--- config.mk ---
export PLATFORM = sky130hd
export DESIGN_NAME = npc_mem_arb
export DESIGN_NICKNAME = d
export VERILOG_FILES = /design/src/rtl/npc_mem_arb.sv
export SDC_FILE = /design/constraint.sdc
export NUM_CORES = 1
export LEC_CHECK = 0
export CORE_MARGIN = 2
export CORE_UTILIZATION = 47
export DETAILED_ROUTE_END_ITERATION = 10
export PLACE_DENSITY_LB_ADDON = 0.1
export SLEW_MARGIN = 20
export SYNTH_ARGS = -nofsm -noshare
export SYNTH_HDL_FRONTEND = slang
export SYNTH_SLANG_ARGS = --single-unit
--- constraint.sdc ---
create_clock -name clk -period 11.7 [get_ports clk]
set_input_delay 2.925 -clock clk [delete_from_list [all_inputs] [get_ports clk]]
set_output_delay 2.925 -clock clk [all_outputs]
set_load 0.02 [all_outputs]
--- src/rtl/npc_mem_arb.sv ---
// Round-robin arbiter sharing one memory port between fetch and load/store, one transaction in flight.
// Min latency accept->resp_valid is 3 cycles; mem_req holds until mem_req_ready, resp pulses have no backpressure.
module npc_mem_arb #(
  parameter int ADDR_W  = 32,
  parameter int DATA_W  = 32,
  parameter int TIMEOUT = 255,
  parameter int TO_W    = 8
) (
  input  logic                clk,
  input  logic                global_rst,
  input  logic                if_req_valid,
  output logic                if_req_ready,
  input  logic [ADDR_W-1:0]   if_addr,
  output logic                if_resp_valid,
  output logic [DATA_W-1:0]   if_rdata,
  output logic                if_err,
  input  logic                ls_req_valid,
  output logic                ls_req_ready,
  input  logic [ADDR_W-1:0]   ls_addr,
  input  logic                ls_we,
  input  logic [DATA_W-1:0]   ls_wdata,
  input  logic [DATA_W/8-1:0] ls_wstrb,
  output logic                ls_resp_valid,
  output logic [DATA_W-1:0]   ls_rdata,
  output logic                ls_err,
  output logic                mem_req_valid,
  input  logic                mem_req_ready,
  output logic [ADDR_W-1:0]   mem_addr,
  output logic                mem_we,
  output logic [DATA_W-1:0]   mem_wdata,
  output logic [DATA_W/8-1:0] mem_wstrb,
  input  logic                mem_resp_valid,
  input  logic [DATA_W-1:0]   mem_rdata,
  input  logic                mem_err,
  output logic                busy
);

  localparam int   STRB_W = DATA_W / 8;
  localparam logic GNT_IF = 1'b0;
  localparam logic GNT_LS = 1'b1;

  typedef enum logic [1:0] {IDLE, REQ, RESP} state_t;

  state_t              state, state_nxt;
  logic                last_grant, owner;
  logic [ADDR_W-1:0]   hold_addr;
  logic                hold_we;
  logic [DATA_W-1:0]   hold_wdata;
  logic [STRB_W-1:0]   hold_wstrb;
  logic [TO_W-1:0]     cnt;
  logic                grant_ls, grant_if, accept, complete, timeout_hit;
  logic [DATA_W-1:0]   resp_rdata;
  logic                resp_err;

  // On contention the requester that did not win last time gets the grant.
  assign grant_ls    = ls_req_valid && (!if_req_valid || (last_grant == GNT_IF));
  assign grant_if    = if_req_valid && !grant_ls;
  assign accept      = (state == IDLE) && (grant_ls || grant_if);
  assign complete    = (state == RESP) && mem_resp_valid;
  assign timeout_hit = (state != IDLE) && (cnt == TO_W'(TIMEOUT)) && !complete;

  always_ff @(posedge clk or posedge global_rst) begin
    if (global_rst) state <= IDLE;
    else            state <= state_nxt;
  end

  always_comb begin
    state_nxt = state;
    case (state)
      IDLE:    if (accept) state_nxt = REQ;
      REQ:     if (timeout_hit) state_nxt = IDLE;
               else if (mem_req_ready) state_nxt = RESP;
      RESP:    if (complete || timeout_hit) state_nxt = IDLE;
      default: state_nxt = IDLE;
    endcase
  end

  always_comb begin
    if_req_ready  = (state == IDLE) && grant_if;
    ls_req_ready  = (state == IDLE) && grant_ls;
    mem_req_valid = (state == REQ);
    busy          = (state != IDLE);
  end

  assign mem_addr  = hold_addr;
  assign mem_we    = hold_we;
  assign mem_wdata = hold_wdata;
  assign mem_wstrb = hold_wstrb;

  always_ff @(posedge clk or posedge global_rst) begin
    if (global_rst) begin
      last_grant <= GNT_IF;
      owner      <= GNT_IF;
      hold_addr  <= '0;
      hold_we    <= 1'b0;
      hold_wdata <= '0;
      hold_wstrb <= '0;
      cnt        <= '0;
    end else if (accept) begin
      owner      <= grant_ls ? GNT_LS : GNT_IF;
      last_grant <= grant_ls ? GNT_LS : GNT_IF;
      cnt        <= '0;
      if (grant_ls) begin
        hold_addr  <= ls_addr;
        hold_we    <= ls_we;
        hold_wdata <= ls_wdata;
        hold_wstrb <= ls_we ? ls_wstrb : '0;
      end else begin
        hold_addr  <= if_addr;
        hold_we    <= 1'b0;
        hold_wdata <= '0;
        hold_wstrb <= '0;
      end
    end else if (state != IDLE) begin
      cnt <= cnt + TO_W'(1);
    end
  end

  // Writes and aborted transactions return zero data.
  always_comb begin
    resp_rdata = '0;
    resp_err   = 1'b1;
    if (complete) begin
      resp_rdata = hold_we ? '0 : mem_rdata;
      resp_err   = mem_err;
    end
  end

  always_ff @(posedge clk or posedge global_rst) begin
    if (global_rst) begin
      if_resp_valid <= 1'b0;
      if_rdata      <= '0;
      if_err        <= 1'b0;
      ls_resp_valid <= 1'b0;
      ls_rdata      <= '0;
      ls_err        <= 1'b0;
    end else begin
      if_resp_valid <= 1'b0;
      ls_resp_valid <= 1'b0;
      if (complete || timeout_hit) begin
        if (owner == GNT_LS) begin
          ls_resp_valid <= 1'b1;
          ls_rdata      <= resp_rdata;
          ls_err        <= resp_err;
        end else begin
          if_resp_valid <= 1'b1;
          if_rdata      <= resp_rdata;
          if_err        <= resp_err;
        end
      end
    end
  end

endmodule

==> flow_summary.yaml <==
run_status:
  outcome: "finished clean"
clocking:
  cts_setup_buffers: 0
  clkSlewWorstSetupHoldPaths_ns: 0.05
  cts_tree: "built"
  worstSkewPairLatency_ns: 0.42
  clock-sinks: 148
  cts_buffers: 17
  cts_max_level: 4
  hold_buffers: 0
  clock_path_buffers: 2
  cts_resized: 0
  root_buffer: "clkbuf_16"
die:
  core_um2: 14000
  fp.dieArea_um2: 15400
  std_cell_rows: 43
  start_util_pct: 48.3
  io_pins: 281
  die_h_um: 124
  die_x_um: 124
final_layout:
  num_antenna_cells: 0
  final_nets: 1043
  drive_above_1_share_pct: 5.71
  utilization_pct: 72.0
  area_delta_synth_final_pct: 49.0
placed_design:
  port_buffers: 280
  place_congestion: 0.785
  dp_hpwl_mm: 13.3
synth:
  synth.avg_cell_area_um2: 10.4
  yosysTopAreaCell: "dfrtp_1"
  yosysUniqueCellTypes: 46
  synth_area_leaders: "dfrtp_1, o21ai_0, mux2i_1"
  ys_ff_latch: 148
  synth_most_common_cell: "dfrtp_1"
  synth_top_area_share_pct: 54.8
  synth_edf_count: 0
  synth_area_um2: 6760
  seq_area_frac_synth_pct: 54.8
  yosys_warnings: 0
  synth_nets: 790
  async_flop_share_pct: 100
  synth_common_cells: "dfrtp_1, o21ai_0, inv_1"
  syn_inst: 649
  ys.flop_type: "dfrtp_1"
sta:
  final_max_slew_viol_count: 0
  skew_ns: 0.0102
  setup_tns_ns: 0
  fin_crit_sh_pct: 67.1
  rsz0062_at_grt: "no"
  min_period_ns: 7.85
  hold_viol_final: 0
  holdWs_ns: 0.481
  relSlewSlack_pct: 30.0
  max_freq_ghz: 0.127
  tightestPinTransition_ns: 1.05
  finalSetupViolCount: 0
global_routing:
  grt_pass1_vias: 5918
  grt.overflow.total: 0
  grt_max_degree: 103
  grt_antenna_before_repair: 0
  grt_pass1_wl_mm: 29.6
  track_usage_pct: 25.3
setup_path:
  startpoint_type: "input port"
  worstPathMaxFanout: 33
  arrival_ns: 4.93
  end_kind: "output port"
  path_class: "input port to output port"
  cp.required_ns: 8.78
drt:
  wirelength_mm: 19.1
  drtPass1Iterations: 5
  drtAntennaViolNets: 0
  via_count: 5884
  wire_per_inst_um: 17.6
  vias_per_cell: 5.39
  drt_iter0_markers: 436
  route.detailed.drc: 0
worst_hold_path:
  hp-class: "flop to flop"
power_and_ir_drop:
  vdd_drop_max_uv: 196
  power_density_nw_per_um2: 262
  leakagePower_nw: 4.48
run:
  maxCapViolCount: 0
[metal layers]
metal	routed length, um	global-route usage (%)	part of all wire [%]
met2	9560	42.5	50
met1	7700	30.6	40
met5	0	0	0
met3	1570	8.75	8.2
met4	321	8.01	1.7
[logic make-up (layout without fill, tap and decap cells)]
family	Yosys count	count (layout)	share of synthesized area (%)
and+or+nand+nor	124	124	9.57
DFF	148	148	54.8
buffers and inverters	122	384	8.84
xor gates and xnor gates	1	1	0.130
AOI/OAI and AO/OA	218	218	21.3
muxes	35	35	5.18
adders and majority gates	1	1	0.185
[worst max-delay path, cell delays in order]
cell             delay [ns]
clkdlybuf4s50_1        0.59
a21boi_4               0.24
buf_4                  0.46
nor2_1                 0.12
clkdlybuf4s50_1        0.57
[stage by stage]
stage / power, W / cells / area, um^2 / worst slack [ns]
5_1_grt: 0.00280 / 1091 / 10100 / 3.77
3_5_place_dp: 0.00214 / 1063 / 9530 / 3.85
3_3_place_gp: 0.00210 / 1063 / 9530 / 3.95
6_report: 0.00264 / 1091 / 10100 / 3.85
2_1_floorplan: 0.00159 / 649 / 6760 / 4.80
4_1_cts: 0.00266 / 1091 / 10100 / 3.84
[path summary, 6_finish.rpt]
| check | slack, ns | endpoint | start | cells after the start |
|---|---|---|---|---|
| worst max-delay path | 3.85 | if_req_ready | if_req_valid | 5 |
| worst min-delay path | 0.48 | cnt[7]$_DFFE_PP0P_ | cnt[7]$_DFFE_PP0P_ | 1 |
| worst max register to register | 9.49 | if_rdata[5]$_DFFE_PP0P_ | cnt[0]$_DFFE_PP0P_ | 5 |
| worst min register to register | 0.48 | cnt[7]$_DFFE_PP0P_ | cnt[7]$_DFFE_PP0P_ | 1 |
| max in group asynchronous | 7.36 | owner$_DFFE_PP0N_ | global_rst | 3 |
| min in group asynchronous | 3.08 | ls_rdata[0]$_DFFE_PP0P_ | global_rst | 2 |
[power by group]
part           switching (W)  leakage [nW]  total (W)  internal (W)
clock               0.000197         0.260   0.000506      0.000310
sequential          0.000142          1.66   0.000853      0.000711
combinational       0.000698          2.55    0.00128      0.000584
[flip-flops by register name, summed over array words and instances (netlist names)]
register,cells
if_rdata,32
ls_rdata,32
mem_addr,32
mem_wdata,32
cnt,8
mem_wstrb,4
state,2
if_err,1
if_resp_valid,1
ls_err,1
ls_resp_valid,1
mem_we,1
owner,1
[final cells by class]
cell class,count,area [um^2]
fillers,1057,3910
well taps,180,225
clock inverters,4,50.0
inverters,70,268
multi-input cells,379,2490
clock buffers,24,492
repair buffers,286,2850
flip-flops and latches,148,3700
[placed cells by master, fill, tap and decap left out, drive strengths merged, types with 2 or more instances in the layout]
cell type / synthesis / final
a31oi: 32 / 32
nor2: 8 / 8
inv: 69 / 70
nor2b: 29 / 29
clkbuf: 23 / 24
a21oi: 2 / 2
nand3: 35 / 35
clkdlybuf4s50: 0 / 280
nand2: 37 / 37
buf: 29 / 6
mux2i: 35 / 35
dfrtp: 148 / 148
nand4: 3 / 3
and2: 2 / 2
o21ai: 104 / 104
and2b: 4 / 4
o211ai: 33 / 33
a32o: 4 / 4
a22o: 33 / 33
clkinvlp: 0 / 2
Note: power is estimated with default switching activity, not from simulation.
